<file path="config.mk">
export PLATFORM = sky130hd
export DESIGN_NAME = axi4_lite_s_mem_flat
export DESIGN_NICKNAME = d
export VERILOG_FILES = /design/src/rtl/axi4_lite_s_mem_pkg.sv /design/src/rtl/axi4_lite_s_mem_if.sv /design/src/rtl/axi4_lite_s_delay.sv /design/src/rtl/axi4_lite_s_mem.sv /design/src/flat_wrapper.sv
export SDC_FILE = /design/constraint.sdc
export NUM_CORES = 1
export LEC_CHECK = 0
export CAP_MARGIN = 5
export CORE_ASPECT_RATIO = 1.5
export CORE_MARGIN = 4
export CORE_UTILIZATION = 37
export CTS_CLUSTER_SIZE = 10
export DETAILED_ROUTE_END_ITERATION = 8
export GPL_ROUTABILITY_DRIVEN = 0
export GPL_TIMING_DRIVEN = 0
export PLACE_DENSITY = 0.72
export SYNTH_ARGS = -nofsm -noshare
export SYNTH_HDL_FRONTEND = slang
export SYNTH_HIERARCHICAL = 1
export SYNTH_SLANG_ARGS = --single-unit
</file>
<file path="constraint.sdc">
create_clock -name iClock -period 3.06 [get_ports iClock]
set_input_delay 0.765 -clock iClock [delete_from_list [all_inputs] [get_ports iClock]]
set_output_delay 0.765 -clock iClock [all_outputs]
set_load 0.005 [all_outputs]
</file>
<file path="src/rtl/axi4_lite_s_mem_pkg.sv">
// ----------------------------------------------------------------------------
// axi4_lite_s_mem_pkg
//   Shared definitions for the AXI4-Lite memory responder:
//   - default bus widths (address, data, strobe, response)
//   - AXI response encodings (OKAY, SLVERR)
//   - read and write FSM state encodings
//   - helper that converts a service latency into a counter load value
// ----------------------------------------------------------------------------
package axi4_lite_s_mem_pkg;

  localparam int AXI_ADDR_WIDTH = 32;
  localparam int AXI_DATA_WIDTH = 32;
  localparam int AXI_MASK_WIDTH = AXI_DATA_WIDTH / 8;
  localparam int AXI_RESP_WIDTH = 2;

  localparam logic [1:0] RESP_OKAY   = 2'b00;
  localparam logic [1:0] RESP_SLVERR = 2'b10;

  typedef enum logic [1:0] {
    RD_IDLE = 2'd0,
    RD_WAIT = 2'd1,
    RD_RESP = 2'd2
  } rd_state_t;

  typedef enum logic [1:0] {
    WR_IDLE = 2'd0,
    WR_WAIT = 2'd1,
    WR_RESP = 2'd2
  } wr_state_t;

  // The WAIT state is occupied for 'latency' cycles, the last of which is
  // the one where the counter reads zero, hence the minus one.
  function automatic logic [7:0] latency_load(input int latency);
    return 8'(latency - 1);
  endfunction

endpackage

</file>
<file path="src/rtl/axi4_lite_s_mem_if.sv">
// ----------------------------------------------------------------------------
// axi4_lite_s_mem_if
//   AXI4-Lite bus bundle (ar, r, aw, w, b channels).
//   Modports:
//     master - drives ar/aw/w payload+valid and r/b ready
//     slave  - drives ar/aw/w ready and r/b payload+valid
// ----------------------------------------------------------------------------
interface axi4_lite_s_mem_if
  import axi4_lite_s_mem_pkg::*;
#(
  parameter int ADDR_WIDTH = AXI_ADDR_WIDTH,
  parameter int DATA_WIDTH = AXI_DATA_WIDTH,
  parameter int MASK_WIDTH = AXI_MASK_WIDTH,
  parameter int RESP_WIDTH = AXI_RESP_WIDTH
) ();

  logic                  pAXI4_ar_valid;
  logic [ADDR_WIDTH-1:0] pAXI4_ar_bits_addr;
  logic                  pAXI4_ar_ready;

  logic                  pAXI4_r_valid;
  logic [DATA_WIDTH-1:0] pAXI4_r_bits_data;
  logic [RESP_WIDTH-1:0] pAXI4_r_bits_resp;
  logic                  pAXI4_r_ready;

  logic                  pAXI4_aw_valid;
  logic [ADDR_WIDTH-1:0] pAXI4_aw_bits_addr;
  logic                  pAXI4_aw_ready;

  logic                  pAXI4_w_valid;
  logic [DATA_WIDTH-1:0] pAXI4_w_bits_data;
  logic [MASK_WIDTH-1:0] pAXI4_w_bits_strb;
  logic                  pAXI4_w_ready;

  logic                  pAXI4_b_valid;
  logic [RESP_WIDTH-1:0] pAXI4_b_bits_resp;
  logic                  pAXI4_b_ready;

  modport master (
    output pAXI4_ar_valid, pAXI4_ar_bits_addr,
    input  pAXI4_ar_ready,
    input  pAXI4_r_valid, pAXI4_r_bits_data, pAXI4_r_bits_resp,
    output pAXI4_r_ready,
    output pAXI4_aw_valid, pAXI4_aw_bits_addr,
    input  pAXI4_aw_ready,
    output pAXI4_w_valid, pAXI4_w_bits_data, pAXI4_w_bits_strb,
    input  pAXI4_w_ready,
    input  pAXI4_b_valid, pAXI4_b_bits_resp,
    output pAXI4_b_ready
  );

  modport slave (
    input  pAXI4_ar_valid, pAXI4_ar_bits_addr,
    output pAXI4_ar_ready,
    output pAXI4_r_valid, pAXI4_r_bits_data, pAXI4_r_bits_resp,
    input  pAXI4_r_ready,
    input  pAXI4_aw_valid, pAXI4_aw_bits_addr,
    output pAXI4_aw_ready,
    input  pAXI4_w_valid, pAXI4_w_bits_data, pAXI4_w_bits_strb,
    output pAXI4_w_ready,
    output pAXI4_b_valid, pAXI4_b_bits_resp,
    input  pAXI4_b_ready
  );

endinterface

</file>
<file path="src/rtl/axi4_lite_s_delay.sv">
// ----------------------------------------------------------------------------
// axi4_lite_s_delay
//   Loadable down-counter used to stretch the service latency of one channel.
//   Ports:
//     iClock   clock
//     iResetN  asynchronous active-low reset (counter -> 0)
//     i_load   load i_value into the counter this cycle
//     i_value  load value
//     o_done   counter is zero
//   The counter decrements on its own whenever it is non-zero and not being
//   loaded; it rests at zero between transactions.
// ----------------------------------------------------------------------------
module axi4_lite_s_delay #(
  parameter int WIDTH = 8
) (
  input  logic             iClock,
  input  logic             iResetN,
  input  logic             i_load,
  input  logic [WIDTH-1:0] i_value,
  output logic             o_done
);

  logic [WIDTH-1:0] r_cnt;

  always_ff @(posedge iClock or negedge iResetN) begin
    if (!iResetN) begin
      r_cnt <= '0;
    end else if (i_load) begin
      r_cnt <= i_value;
    end else if (r_cnt != '0) begin
      r_cnt <= r_cnt - 1'b1;
    end
  end

  assign o_done = (r_cnt == '0);

endmodule

</file>
<file path="src/rtl/axi4_lite_s_mem.sv">
// ----------------------------------------------------------------------------
// axi4_lite_s_mem
//   AXI4-Lite responder bridging onto a simple synchronous memory with
//   separate read and write ports. Read and write channels run independent
//   FSMs, each with a LATENCY-cycle wait between address acceptance and the
//   memory access. Addresses outside [BASE_ADDR, BASE_ADDR+SIZE) answer
//   SLVERR without touching memory.
//   Ports:
//     iClock, iResetN     clock, asynchronous active-low reset
//     s_axi               AXI4-Lite bus (slave side)
//     oMemRdEn/Addr       read port; iMemRdData is combinational, same cycle
//     oMemWrEn/Addr/Data/Mask  write port, byte mask per data byte
//   LATENCY must lie in 1..255.
// ----------------------------------------------------------------------------
module axi4_lite_s_mem
  import axi4_lite_s_mem_pkg::*;
#(
  parameter int                    ADDR_WIDTH = AXI_ADDR_WIDTH,
  parameter int                    DATA_WIDTH = AXI_DATA_WIDTH,
  parameter int                    MASK_WIDTH = AXI_MASK_WIDTH,
  parameter int                    RESP_WIDTH = AXI_RESP_WIDTH,
  parameter int                    LATENCY    = 1,
  parameter logic [ADDR_WIDTH-1:0] BASE_ADDR  = 32'h8000_0000,
  parameter logic [ADDR_WIDTH-1:0] SIZE       = 32'h0800_0000
) (
  input  logic                  iClock,
  input  logic                  iResetN,
  axi4_lite_s_mem_if.slave      s_axi,
  output logic                  oMemRdEn,
  output logic [ADDR_WIDTH-1:0] oMemRdAddr,
  input  logic [DATA_WIDTH-1:0] iMemRdData,
  output logic                  oMemWrEn,
  output logic [ADDR_WIDTH-1:0] oMemWrAddr,
  output logic [DATA_WIDTH-1:0] oMemWrData,
  output logic [MASK_WIDTH-1:0] oMemWrMask
);

  // Clears the byte-offset bits so memory always sees word addresses.
  localparam logic [ADDR_WIDTH-1:0] ALIGN_MASK = ~ADDR_WIDTH'(MASK_WIDTH - 1);
  localparam logic [7:0]            LOAD_VALUE = latency_load(LATENCY);
  localparam logic [RESP_WIDTH-1:0] R_OKAY     = RESP_WIDTH'(RESP_OKAY);
  localparam logic [RESP_WIDTH-1:0] R_SLVERR   = RESP_WIDTH'(RESP_SLVERR);

  // --------------------------------------------------------------------------
  // Read channel
  // --------------------------------------------------------------------------
  rd_state_t             r_rd_state, w_rd_next;
  logic [ADDR_WIDTH-1:0] r_rd_addr;
  logic [DATA_WIDTH-1:0] r_rdata;
  logic [RESP_WIDTH-1:0] r_rresp;
  logic [ADDR_WIDTH-1:0] w_rd_off;
  logic                  w_rd_hit, w_rd_done, w_rd_load, w_mem_rd_en;
  logic                  w_ar_ready, w_ar_hs;

  // Subtraction form avoids overflow of BASE_ADDR+SIZE at the top of memory.
  assign w_rd_off   = r_rd_addr - BASE_ADDR;
  assign w_rd_hit   = (r_rd_addr >= BASE_ADDR) && (w_rd_off < SIZE);
  assign w_ar_ready = (r_rd_state == RD_IDLE);
  assign w_ar_hs    = w_ar_ready && s_axi.pAXI4_ar_valid;

  always_comb begin
    w_rd_next   = r_rd_state;
    w_rd_load   = 1'b0;
    w_mem_rd_en = 1'b0;
    case (r_rd_state)
      RD_IDLE: begin
        if (w_ar_hs) begin
          w_rd_load = 1'b1;
          w_rd_next = RD_WAIT;
        end
      end
      RD_WAIT: begin
        if (w_rd_done) begin
          w_mem_rd_en = w_rd_hit;
          w_rd_next   = RD_RESP;
        end
      end
      RD_RESP: begin
        if (s_axi.pAXI4_r_ready) begin
          w_rd_next = RD_IDLE;
        end
      end
      default: w_rd_next = RD_IDLE;
    endcase
  end

  always_ff @(posedge iClock or negedge iResetN) begin
    if (!iResetN) begin
      r_rd_state <= RD_IDLE;
      r_rd_addr  <= '0;
      r_rdata    <= '0;
      r_rresp    <= '0;
    end else begin
      r_rd_state <= w_rd_next;
      if (w_rd_load) begin
        r_rd_addr <= s_axi.pAXI4_ar_bits_addr & ALIGN_MASK;
      end
      if ((r_rd_state == RD_WAIT) && w_rd_done) begin
        r_rdata <= w_rd_hit ? iMemRdData : '0;
        r_rresp <= w_rd_hit ? R_OKAY : R_SLVERR;
      end
    end
  end

  axi4_lite_s_delay #(.WIDTH(8)) u_rd_delay (
    .iClock  (iClock),
    .iResetN (iResetN),
    .i_load  (w_rd_load),
    .i_value (LOAD_VALUE),
    .o_done  (w_rd_done)
  );

  // --------------------------------------------------------------------------
  // Write channel
  // --------------------------------------------------------------------------
  wr_state_t             r_wr_state, w_wr_next;
  logic                  r_aw_got, r_w_got;
  logic [ADDR_WIDTH-1:0] r_wr_addr;
  logic [DATA_WIDTH-1:0] r_wr_data;
  logic [MASK_WIDTH-1:0] r_wr_strb;
  logic [RESP_WIDTH-1:0] r_bresp;
  logic [ADDR_WIDTH-1:0] w_wr_off;
  logic                  w_wr_hit, w_wr_done, w_wr_load, w_mem_wr_en;
  logic                  w_aw_ready, w_w_ready, w_aw_hs, w_w_hs, w_b_hs;

  assign w_wr_off   = r_wr_addr - BASE_ADDR;
  assign w_wr_hit   = (r_wr_addr >= BASE_ADDR) && (w_wr_off < SIZE);
  assign w_aw_ready = (r_wr_state == WR_IDLE) && !r_aw_got;
  assign w_w_ready  = (r_wr_state == WR_IDLE) && !r_w_got;
  assign w_aw_hs    = w_aw_ready && s_axi.pAXI4_aw_valid;
  assign w_w_hs     = w_w_ready && s_axi.pAXI4_w_valid;
  assign w_b_hs     = (r_wr_state == WR_RESP) && s_axi.pAXI4_b_ready;

  always_comb begin
    w_wr_next   = r_wr_state;
    w_wr_load   = 1'b0;
    w_mem_wr_en = 1'b0;
    case (r_wr_state)
      WR_IDLE: begin
        // Address and data may arrive in either order or together.
        if ((r_aw_got || w_aw_hs) && (r_w_got || w_w_hs)) begin
          w_wr_load = 1'b1;
          w_wr_next = WR_WAIT;
        end
      end
      WR_WAIT: begin
        if (w_wr_done) begin
          // An all-zero strobe is a legal no-op write: OKAY, no access.
          w_mem_wr_en = w_wr_hit && (r_wr_strb != '0);
          w_wr_next   = WR_RESP;
        end
      end
      WR_RESP: begin
        if (s_axi.pAXI4_b_ready) begin
          w_wr_next = WR_IDLE;
        end
      end
      default: w_wr_next = WR_IDLE;
    endcase
  end

  always_ff @(posedge iClock or negedge iResetN) begin
    if (!iResetN) begin
      r_wr_state <= WR_IDLE;
      r_aw_got   <= 1'b0;
      r_w_got    <= 1'b0;
      r_wr_addr  <= '0;
      r_wr_data  <= '0;
      r_wr_strb  <= '0;
      r_bresp    <= '0;
    end else begin
      r_wr_state <= w_wr_next;
      if (w_b_hs) begin
        r_aw_got <= 1'b0;
        r_w_got  <= 1'b0;
      end else begin
        if (w_aw_hs) begin
          r_aw_got  <= 1'b1;
          r_wr_addr <= s_axi.pAXI4_aw_bits_addr & ALIGN_MASK;
        end
        if (w_w_hs) begin
          r_w_got   <= 1'b1;
          r_wr_data <= s_axi.pAXI4_w_bits_data;
          r_wr_strb <= s_axi.pAXI4_w_bits_strb;
        end
      end
      if ((r_wr_state == WR_WAIT) && w_wr_done) begin
        r_bresp <= w_wr_hit ? R_OKAY : R_SLVERR;
      end
    end
  end

  axi4_lite_s_delay #(.WIDTH(8)) u_wr_delay (
    .iClock  (iClock),
    .iResetN (iResetN),
    .i_load  (w_wr_load),
    .i_value (LOAD_VALUE),
    .o_done  (w_wr_done)
  );

  // --------------------------------------------------------------------------
  // Outputs. Readies are masked by the reset input so they drop at once when
  // reset is applied, independent of the clock.
  // --------------------------------------------------------------------------
  assign s_axi.pAXI4_ar_ready    = w_ar_ready && iResetN;
  assign s_axi.pAXI4_r_valid     = (r_rd_state == RD_RESP);
  assign s_axi.pAXI4_r_bits_data = r_rdata;
  assign s_axi.pAXI4_r_bits_resp = r_rresp;

  assign s_axi.pAXI4_aw_ready    = w_aw_ready && iResetN;
  assign s_axi.pAXI4_w_ready     = w_w_ready && iResetN;
  assign s_axi.pAXI4_b_valid     = (r_wr_state == WR_RESP);
  assign s_axi.pAXI4_b_bits_resp = r_bresp;

  assign oMemRdEn   = w_mem_rd_en;
  assign oMemRdAddr = r_rd_addr;
  assign oMemWrEn   = w_mem_wr_en;
  assign oMemWrAddr = r_wr_addr;
  assign oMemWrData = r_wr_data;
  assign oMemWrMask = r_wr_strb;

endmodule
</file>
<file path="src/flat_wrapper.sv">
// flat-port wrapper written by rule: the top's interface ports become plain ports
module axi4_lite_s_mem_flat import axi4_lite_s_mem_pkg::*;
#(
  parameter int                    ADDR_WIDTH = AXI_ADDR_WIDTH,
  parameter int                    DATA_WIDTH = AXI_DATA_WIDTH,
  parameter int                    MASK_WIDTH = AXI_MASK_WIDTH,
  parameter int                    RESP_WIDTH = AXI_RESP_WIDTH,
  parameter int                    LATENCY    = 1,
  parameter logic [ADDR_WIDTH-1:0] BASE_ADDR  = 32'h8000_0000,
  parameter logic [ADDR_WIDTH-1:0] SIZE       = 32'h0800_0000
)
  (iClock, iResetN, oMemRdEn, oMemRdAddr, iMemRdData, oMemWrEn, oMemWrAddr, oMemWrData, oMemWrMask, s_axi_pAXI4_ar_valid, s_axi_pAXI4_ar_bits_addr, s_axi_pAXI4_ar_ready, s_axi_pAXI4_r_valid, s_axi_pAXI4_r_bits_data, s_axi_pAXI4_r_bits_resp, s_axi_pAXI4_r_ready, s_axi_pAXI4_aw_valid, s_axi_pAXI4_aw_bits_addr, s_axi_pAXI4_aw_ready, s_axi_pAXI4_w_valid, s_axi_pAXI4_w_bits_data, s_axi_pAXI4_w_bits_strb, s_axi_pAXI4_w_ready, s_axi_pAXI4_b_valid, s_axi_pAXI4_b_bits_resp, s_axi_pAXI4_b_ready);
  axi4_lite_s_mem_if #(.ADDR_WIDTH(ADDR_WIDTH), .DATA_WIDTH(DATA_WIDTH), .MASK_WIDTH(MASK_WIDTH), .RESP_WIDTH(RESP_WIDTH)) s_axi_i ();
  input  logic iClock;
  input  logic iResetN;
  output logic oMemRdEn;
  output logic [ADDR_WIDTH-1:0] oMemRdAddr;
  input  logic [DATA_WIDTH-1:0] iMemRdData;
  output logic oMemWrEn;
  output logic [ADDR_WIDTH-1:0] oMemWrAddr;
  output logic [DATA_WIDTH-1:0] oMemWrData;
  output logic [MASK_WIDTH-1:0] oMemWrMask;
  input wire logic [$bits(s_axi_i.pAXI4_ar_valid)-1:0] s_axi_pAXI4_ar_valid;
  input wire logic [$bits(s_axi_i.pAXI4_ar_bits_addr)-1:0] s_axi_pAXI4_ar_bits_addr;
  output wire logic [$bits(s_axi_i.pAXI4_ar_ready)-1:0] s_axi_pAXI4_ar_ready;
  output wire logic [$bits(s_axi_i.pAXI4_r_valid)-1:0] s_axi_pAXI4_r_valid;
  output wire logic [$bits(s_axi_i.pAXI4_r_bits_data)-1:0] s_axi_pAXI4_r_bits_data;
  output wire logic [$bits(s_axi_i.pAXI4_r_bits_resp)-1:0] s_axi_pAXI4_r_bits_resp;
  input wire logic [$bits(s_axi_i.pAXI4_r_ready)-1:0] s_axi_pAXI4_r_ready;
  input wire logic [$bits(s_axi_i.pAXI4_aw_valid)-1:0] s_axi_pAXI4_aw_valid;
  input wire logic [$bits(s_axi_i.pAXI4_aw_bits_addr)-1:0] s_axi_pAXI4_aw_bits_addr;
  output wire logic [$bits(s_axi_i.pAXI4_aw_ready)-1:0] s_axi_pAXI4_aw_ready;
  input wire logic [$bits(s_axi_i.pAXI4_w_valid)-1:0] s_axi_pAXI4_w_valid;
  input wire logic [$bits(s_axi_i.pAXI4_w_bits_data)-1:0] s_axi_pAXI4_w_bits_data;
  input wire logic [$bits(s_axi_i.pAXI4_w_bits_strb)-1:0] s_axi_pAXI4_w_bits_strb;
  output wire logic [$bits(s_axi_i.pAXI4_w_ready)-1:0] s_axi_pAXI4_w_ready;
  output wire logic [$bits(s_axi_i.pAXI4_b_valid)-1:0] s_axi_pAXI4_b_valid;
  output wire logic [$bits(s_axi_i.pAXI4_b_bits_resp)-1:0] s_axi_pAXI4_b_bits_resp;
  input wire logic [$bits(s_axi_i.pAXI4_b_ready)-1:0] s_axi_pAXI4_b_ready;
  assign s_axi_i.pAXI4_ar_valid = s_axi_pAXI4_ar_valid;
  assign s_axi_i.pAXI4_ar_bits_addr = s_axi_pAXI4_ar_bits_addr;
  assign s_axi_pAXI4_ar_ready = s_axi_i.pAXI4_ar_ready;
  assign s_axi_pAXI4_r_valid = s_axi_i.pAXI4_r_valid;
  assign s_axi_pAXI4_r_bits_data = s_axi_i.pAXI4_r_bits_data;
  assign s_axi_pAXI4_r_bits_resp = s_axi_i.pAXI4_r_bits_resp;
  assign s_axi_i.pAXI4_r_ready = s_axi_pAXI4_r_ready;
  assign s_axi_i.pAXI4_aw_valid = s_axi_pAXI4_aw_valid;
  assign s_axi_i.pAXI4_aw_bits_addr = s_axi_pAXI4_aw_bits_addr;
  assign s_axi_pAXI4_aw_ready = s_axi_i.pAXI4_aw_ready;
  assign s_axi_i.pAXI4_w_valid = s_axi_pAXI4_w_valid;
  assign s_axi_i.pAXI4_w_bits_data = s_axi_pAXI4_w_bits_data;
  assign s_axi_i.pAXI4_w_bits_strb = s_axi_pAXI4_w_bits_strb;
  assign s_axi_pAXI4_w_ready = s_axi_i.pAXI4_w_ready;
  assign s_axi_pAXI4_b_valid = s_axi_i.pAXI4_b_valid;
  assign s_axi_pAXI4_b_bits_resp = s_axi_i.pAXI4_b_bits_resp;
  assign s_axi_i.pAXI4_b_ready = s_axi_pAXI4_b_ready;
  axi4_lite_s_mem #(.ADDR_WIDTH(ADDR_WIDTH), .DATA_WIDTH(DATA_WIDTH), .MASK_WIDTH(MASK_WIDTH), .RESP_WIDTH(RESP_WIDTH), .LATENCY(LATENCY), .BASE_ADDR(BASE_ADDR), .SIZE(SIZE)) u_core (.iClock(iClock), .iResetN(iResetN), .s_axi(s_axi_i), .oMemRdEn(oMemRdEn), .oMemRdAddr(oMemRdAddr), .iMemRdData(iMemRdData), .oMemWrEn(oMemWrEn), .oMemWrAddr(oMemWrAddr), .oMemWrData(oMemWrData), .oMemWrMask(oMemWrMask));
endmodule
</file>
======== Word-level counts from Yosys, hierarchy flattened ========
Index checks and enable logic that the tools add are counted.
operators by class
  add/subtract/negate cells ............... 4
  multiply operators ...................... 0
  divide/modulo/power cells ............... 0
  magnitude comparators ................... 4
  equality and inequality tests ........... 10
  shift-type cells ........................ 0
  multiplexer cells ....................... 27
  bitwise gates (word level) .............. 1
  reductions and logical operators ........ 34
operators by type and width
  operator                                                      number
  >= comparator 32 bit, second input constant                   2
  less-than comparator 32 x 28 -> 1 bit, second input constant  2
  subtractor 32 bit, second input constant                      2
  two-way mux 32 bit                                            1
  two-way mux 8 bit                                             4
  logical NOT 8 bit                                             2
  two-way mux 2 bit                                             8
  nonzero test 8 bit                                            2
  subtractor 8 x 1 -> 8 bit, second input constant              2
  logical AND 1 bit                                             15
  two-way mux 1 bit                                             12
  one-hot mux 2 bit (3 select lines)                            2
  inequality test 2 x 1 -> 1 bit, second input constant         4
  nonzero test 2 bit                                            4
  AND reduction 3 bit                                           2
  == test 2 x 1 -> 1 bit, second input constant                 2
  == test 2 bit, second input constant                          2
  logical NOT 2 bit                                             2
  inequality test 2 bit, second input constant                  2
  AND reduction 2 bit                                           2
  nonzero test 4 bit                                            1
  logical NOT 1 bit                                             2
  logical OR 1 bit                                              2
  inverter 1 bit                                                1
word-level totals
  register bits ........................... 154
  latch bits .............................. 0
  RAM bits ................................ 0
  ROM bits ................................ 0
  bits of input ports ..................... 139
  output and inout port bits .............. 143
  logic and storage cells ................. 93
  memories ................................ 0

======== Longest topological paths before layout ========
  word-level depth ........................ 8
  gate-level depth with buffers ........... 10
  gate-level depth less buffers ........... 7

======== Modules after synthesis ========
Netlist, hierarchy kept.
modules (own cells, without submodules)
  module             times used  cells an instance  area an instance (µm²)  sequential area each (µm²)
  axi4_lite_s_mem    1           393                5451.5                  3403.3
  axi4_lite_s_delay  2           54                 476.7                   200.2

======== Least setup slack after synthesis ========
OpenSTA, ideal clock, no wires.
  kind .................................... flip-flop to output port
  start ................................... register u_core.u_rd_delay.r_cnt[0]
  end ..................................... output oMemRdEn
  data arrival time ....................... 1.915 ns
  data required time ...................... 2.295 ns
  slack ................................... 0.380 ns
  cell stages (with the launch flop) ...... 9
  buffers on the path ..................... 2
  cell sequence ........................... dfrtp_1 -> inv_1 -> ha_1 -> or3b_1 -> clkbuf_2 -> nor2_1 -> nand3b_1 -> clkbuf_1 -> nor2_1
on the way
  cells in the longest elaborated chain, start to end .. 3
RTL lines
  item                      RTL line                 text
  start: declaration        axi4_lite_s_delay.sv:23  logic [WIDTH-1:0] r_cnt;
  start signal: assignment  axi4_lite_s_delay.sv:29  r_cnt <= i_value;
  start signal: assignment  axi4_lite_s_delay.sv:31  r_cnt <= r_cnt - 1'b1;
  logical NOT 8 bit         axi4_lite_s_delay.sv:35  assign o_done = (r_cnt == '0);
  net u_core.w_rd_done      axi4_lite_s_mem.sv:52    logic w_rd_hit, w_rd_done, w_rd_load, w_mem_rd_en;
  two-way mux 1 bit         axi4_lite_s_mem.sv:73    if (w_rd_done) begin
  two-way mux 1 bit         axi4_lite_s_mem.sv:65    case (r_rd_state)
  end: declaration          flat_wrapper.sv:16       output logic oMemRdEn;
The timed path passes the listed nets, and every way through them passes these cells.

======== Worst setup path in the final report ========
  start ................................... register u_core.u_rd_delay.r_cnt[6]
  end ..................................... output oMemRdEn
Same word-level chain as after synthesis.

==> impl_metrics.ini <==
[run_status]
status = finished, final reports clean

[sta]
setup_viol = 0
max-slew-margin-rel = 0.631
maxSlewViolCount = 0
fin_skew_ns = 0.0122
tightestPinTransition_ns = 0.549
timing.final.crit_period_ns = 2.96
fmax_mhz = 338
rsz0062_at_grt = no
fin_crit_sh = 0.966
finalHoldViolations = 0
layout_setup_ws_ns = 0.104

[clock_tree]
path_clk_slew_ns = 0.06
clock-sinks = 152
cts_buffers = 17
hold_buffers = 0
clockBufferDepth = 2
cts_root_buf = clkbuf_16
cts_tree = built
htreeDepth = 4
clk_latency_ns = 0.41

[drt]
drt-total-wl_um = 17800
route.detailed.drc = 0
via_per_inst = 4.87
drtIter0Drc = 250
vias = 5094
dr_wl_met3_um = 1350
wl_met2_um = 9580
drt-wirelength-per-cell_um = 17.0
drtPass1Iterations = 4
dr.max_layer_used = met4
antenna_left = 0
met1_length_um = 6230

[critical_path]
r2r_end = u_core/s_axi.pAXI4_r_bits_data[14]$_DFFE_PN0P_
cp_data_arrival_time_ns = 2.19
cp-end-kind = output port
rr_startpoint = u_core/u_rd_delay/r_cnt[6]$_DFFE_PN0P_
cp.required_ns = 2.29
cp_slowest_stage_delay_ns = 0.56
reg2reg_setup_slack_ns = 0.86
crit_chain = or4_4 > nor2_4 > nand3b_1 > clkbuf_8 > nor2_1 > clkdlybuf4s15_1
cp_max_fo = 7
worstSetupPathType = reg2out
critPathLaunchType = flip-flop
r2r_cells = 8
cp_slowest_cell = or4_4

[synthesis]
synth_flop_cell = dfrtp_1
synth.cell_area_mm2 = 0.00640
synth-edff-count = 0
synth_cells = 501
yosys-top-cells-area = dfrtp_1 59%, mux2_2 11%, mux2_4 6.8%
avgSynthCellArea_um2 = 12.8
yosysTopAreaCell = dfrtp_1
yosys_warnings = 6
synth_top_area_share = 0.594
async_reset_ff_frac = 1.00
synth_cell_types = 45
synth_seq_cells = 152
ys_seq_area_frac = 0.594

[power]
internal_power_w = 0.00679
pwr-share-clk = 0.213
p_seq_frac = 0.382
swShare = 0.289
p_comb_frac = 0.405
power_density_mw_per_mm2 = 931
p_leak_nw = 4.33
ir_drop_uv = 543
power.switching_w = 0.00276

[die]
start_util = 0.379
die-area_mm2 = 0.0195
die_h_um = 169
die_w_um = 115
io_pins = 282
rows = 58
core_area_mm2 = 0.0169

[layout]
fin_nets = 967
n_fill_cell = 1375
finalNonFillerCells = 1047
antennaDiodeCount = 0
design_area_mm2 = 0.0103
area.growth.synth_to_final_pct = 60.2
drive_gt1_frac = 0.215

[hold_path]
hold_class = in2async

[global_routing]
grt_max_degree = 60
gr-total-overflow = 0
grt_use_total = 0.184
antenna_found_initial = 0
grt_pass1_vias = 5619
grt_pass1_wl_um = 28400

[place]
hpwl_um = 13300
placed_area_mm2 = 0.00949
dp_slack_ns = -0.545
place_inst = 1004
io_buffers = 271

[flow_run]
max_cap_violations = 0
## stage by stage
stage / hold slack [ns] / total power [W] / TNS, ns / utilization
after global routing: 0.231 / 0.0102 / 0 / 0.607
after floorplan: 0.469 / 0.00503 / 0 / -
after global placement: 0.465 / 0.00727 / -733.94 / 0.559
after detailed placement: 0.471 / 0.00744 / -1.21 / 0.561
final: 0.218 / 0.00956 / 0 / 0.607
after CTS: 0.270 / 0.00963 / 0 / 0.603
## cell usage after synthesis (3+ instances only)
master	instances
a21oi_1	8
a31oi_1	3
buf_12	3
buf_2	7
buf_4	6
buf_6	4
clkbuf_1	6
dfrtp_1	152
inv_1	9
mux2_1	3
mux2_2	65
mux2_4	29
nand2_1	77
nand3_1	4
nor2_1	18
nor3_1	8
nor3b_1	4
nor4_1	7
o21ai_0	38
o22ai_1	3
o31ai_1	6
or4_1	4
## worst max-delay path: cells and delay by family (launching register included)
kind,cells,cell delay [ns]
buf+inv,2,0.41
simple gates,4,0.93
flops,1,0.44
## layout by cell type, fill, tap and decap left out, drive strengths merged, types with 8 or more instances in the layout
cell / count
conb: 22
clkdlybuf4s50: 268
nor3: 8
dfrtp: 152
inv: 13
mux2: 97
buf: 37
a21oi: 8
nor2: 18
clkbuf: 23
o21ai: 38
nand2: 77
## sequential cells by signal, summed over array words and instances (netlist names)
register	flops
u_core/r_aw_got	1
u_core/oMemWrMask	4
u_core/oMemWrAddr	30
u_core/s_axi.pAXI4_b_bits_resp	1
u_core/r_rd_state	2
u_core/u_rd_delay/r_cnt	8
u_core/s_axi.pAXI4_r_bits_resp	1
u_core/r_wr_state	2
u_core/u_wr_delay/r_cnt	8
u_core/oMemRdAddr	30
u_core/r_w_got	1
u_core/oMemWrData	32
u_core/s_axi.pAXI4_r_bits_data	32
## timing repair
action / 4_1_cts / 5_1_grt
gates resized for setup: 18 / 9
gates cloned: 1 / 0
setup buffers: 8 / 6
endpoints found under the setup margin: 4 / 4
endpoints found under the hold margin: 0 / 0
pin swaps: 2 / 2
## logic make-up (layout without fill, tap and decap cells)
family | after synthesis | count (layout) | share of synthesized area
fa+ha+maj | 2 | 2 | 0.00391
compound gates | 70 | 70 | 0.0649
mux | 98 | 98 | 0.189
simple gates | 137 | 137 | 0.103
buf+inv | 39 | 354 | 0.0420
flops | 152 | 152 | 0.594
other cells | 1 | 22 | 0.000585
xor+xnor | 2 | 2 | 0.00274
## final cells by class
| class | count | area (um2) | share of cell area |
|---|---|---|---|
| flip-flops and latches | 152 | 3810 | 0.371 |
| repair buffers | 287 | 2880 | 0.281 |
| plain buffers | 28 | 235 | 0.0229 |
| inverters | 9 | 33.8 | 0.00329 |
| clock buffers | 17 | 425 | 0.0415 |
| clock inverters | 13 | 146 | 0.0143 |
| multi-input cells | 331 | 2470 | 0.241 |
| well taps | 210 | 263 | 0.0256 |
## layer usage
metal / track usage / vias to the layer above
li1: - / 2374
met5: 0 / -
met1: 0.194 / 2486
met4: 0.0884 / 0
met2: 0.327 / 196
met3: 0.0589 / 38
## power by group through the flow
stage                     Sequential, W  Combinational (W)  Clock [W]
after detailed placement        0.00371            0.00373          0
after floorplan                 0.00367            0.00137          0
after global routing            0.00381            0.00419    0.00219
after CTS                       0.00367            0.00385    0.00211
final                           0.00365            0.00387    0.00203
after global placement          0.00363            0.00364          0
## how the worst max path moves through the flow
stage	start	to	depth (start not counted)
after floorplan	u_core/u_rd_delay/r_cnt[0]$_DFFE_PN0P_	oMemRdEn	8
after global routing	u_core/u_rd_delay/r_cnt[1]$_DFFE_PN0P_	oMemRdEn	8
after global placement	iResetN	s_axi_pAXI4_aw_ready	4
after detailed placement	u_core/u_rd_delay/r_cnt[0]$_DFFE_PN0P_	oMemRdEn	9
final	u_core/u_rd_delay/r_cnt[6]$_DFFE_PN0P_	oMemRdEn	6
after CTS	u_core/u_rd_delay/r_cnt[0]$_DFFE_PN0P_	oMemRdEn	8
Note: power is estimated with default switching activity, not from simulation.
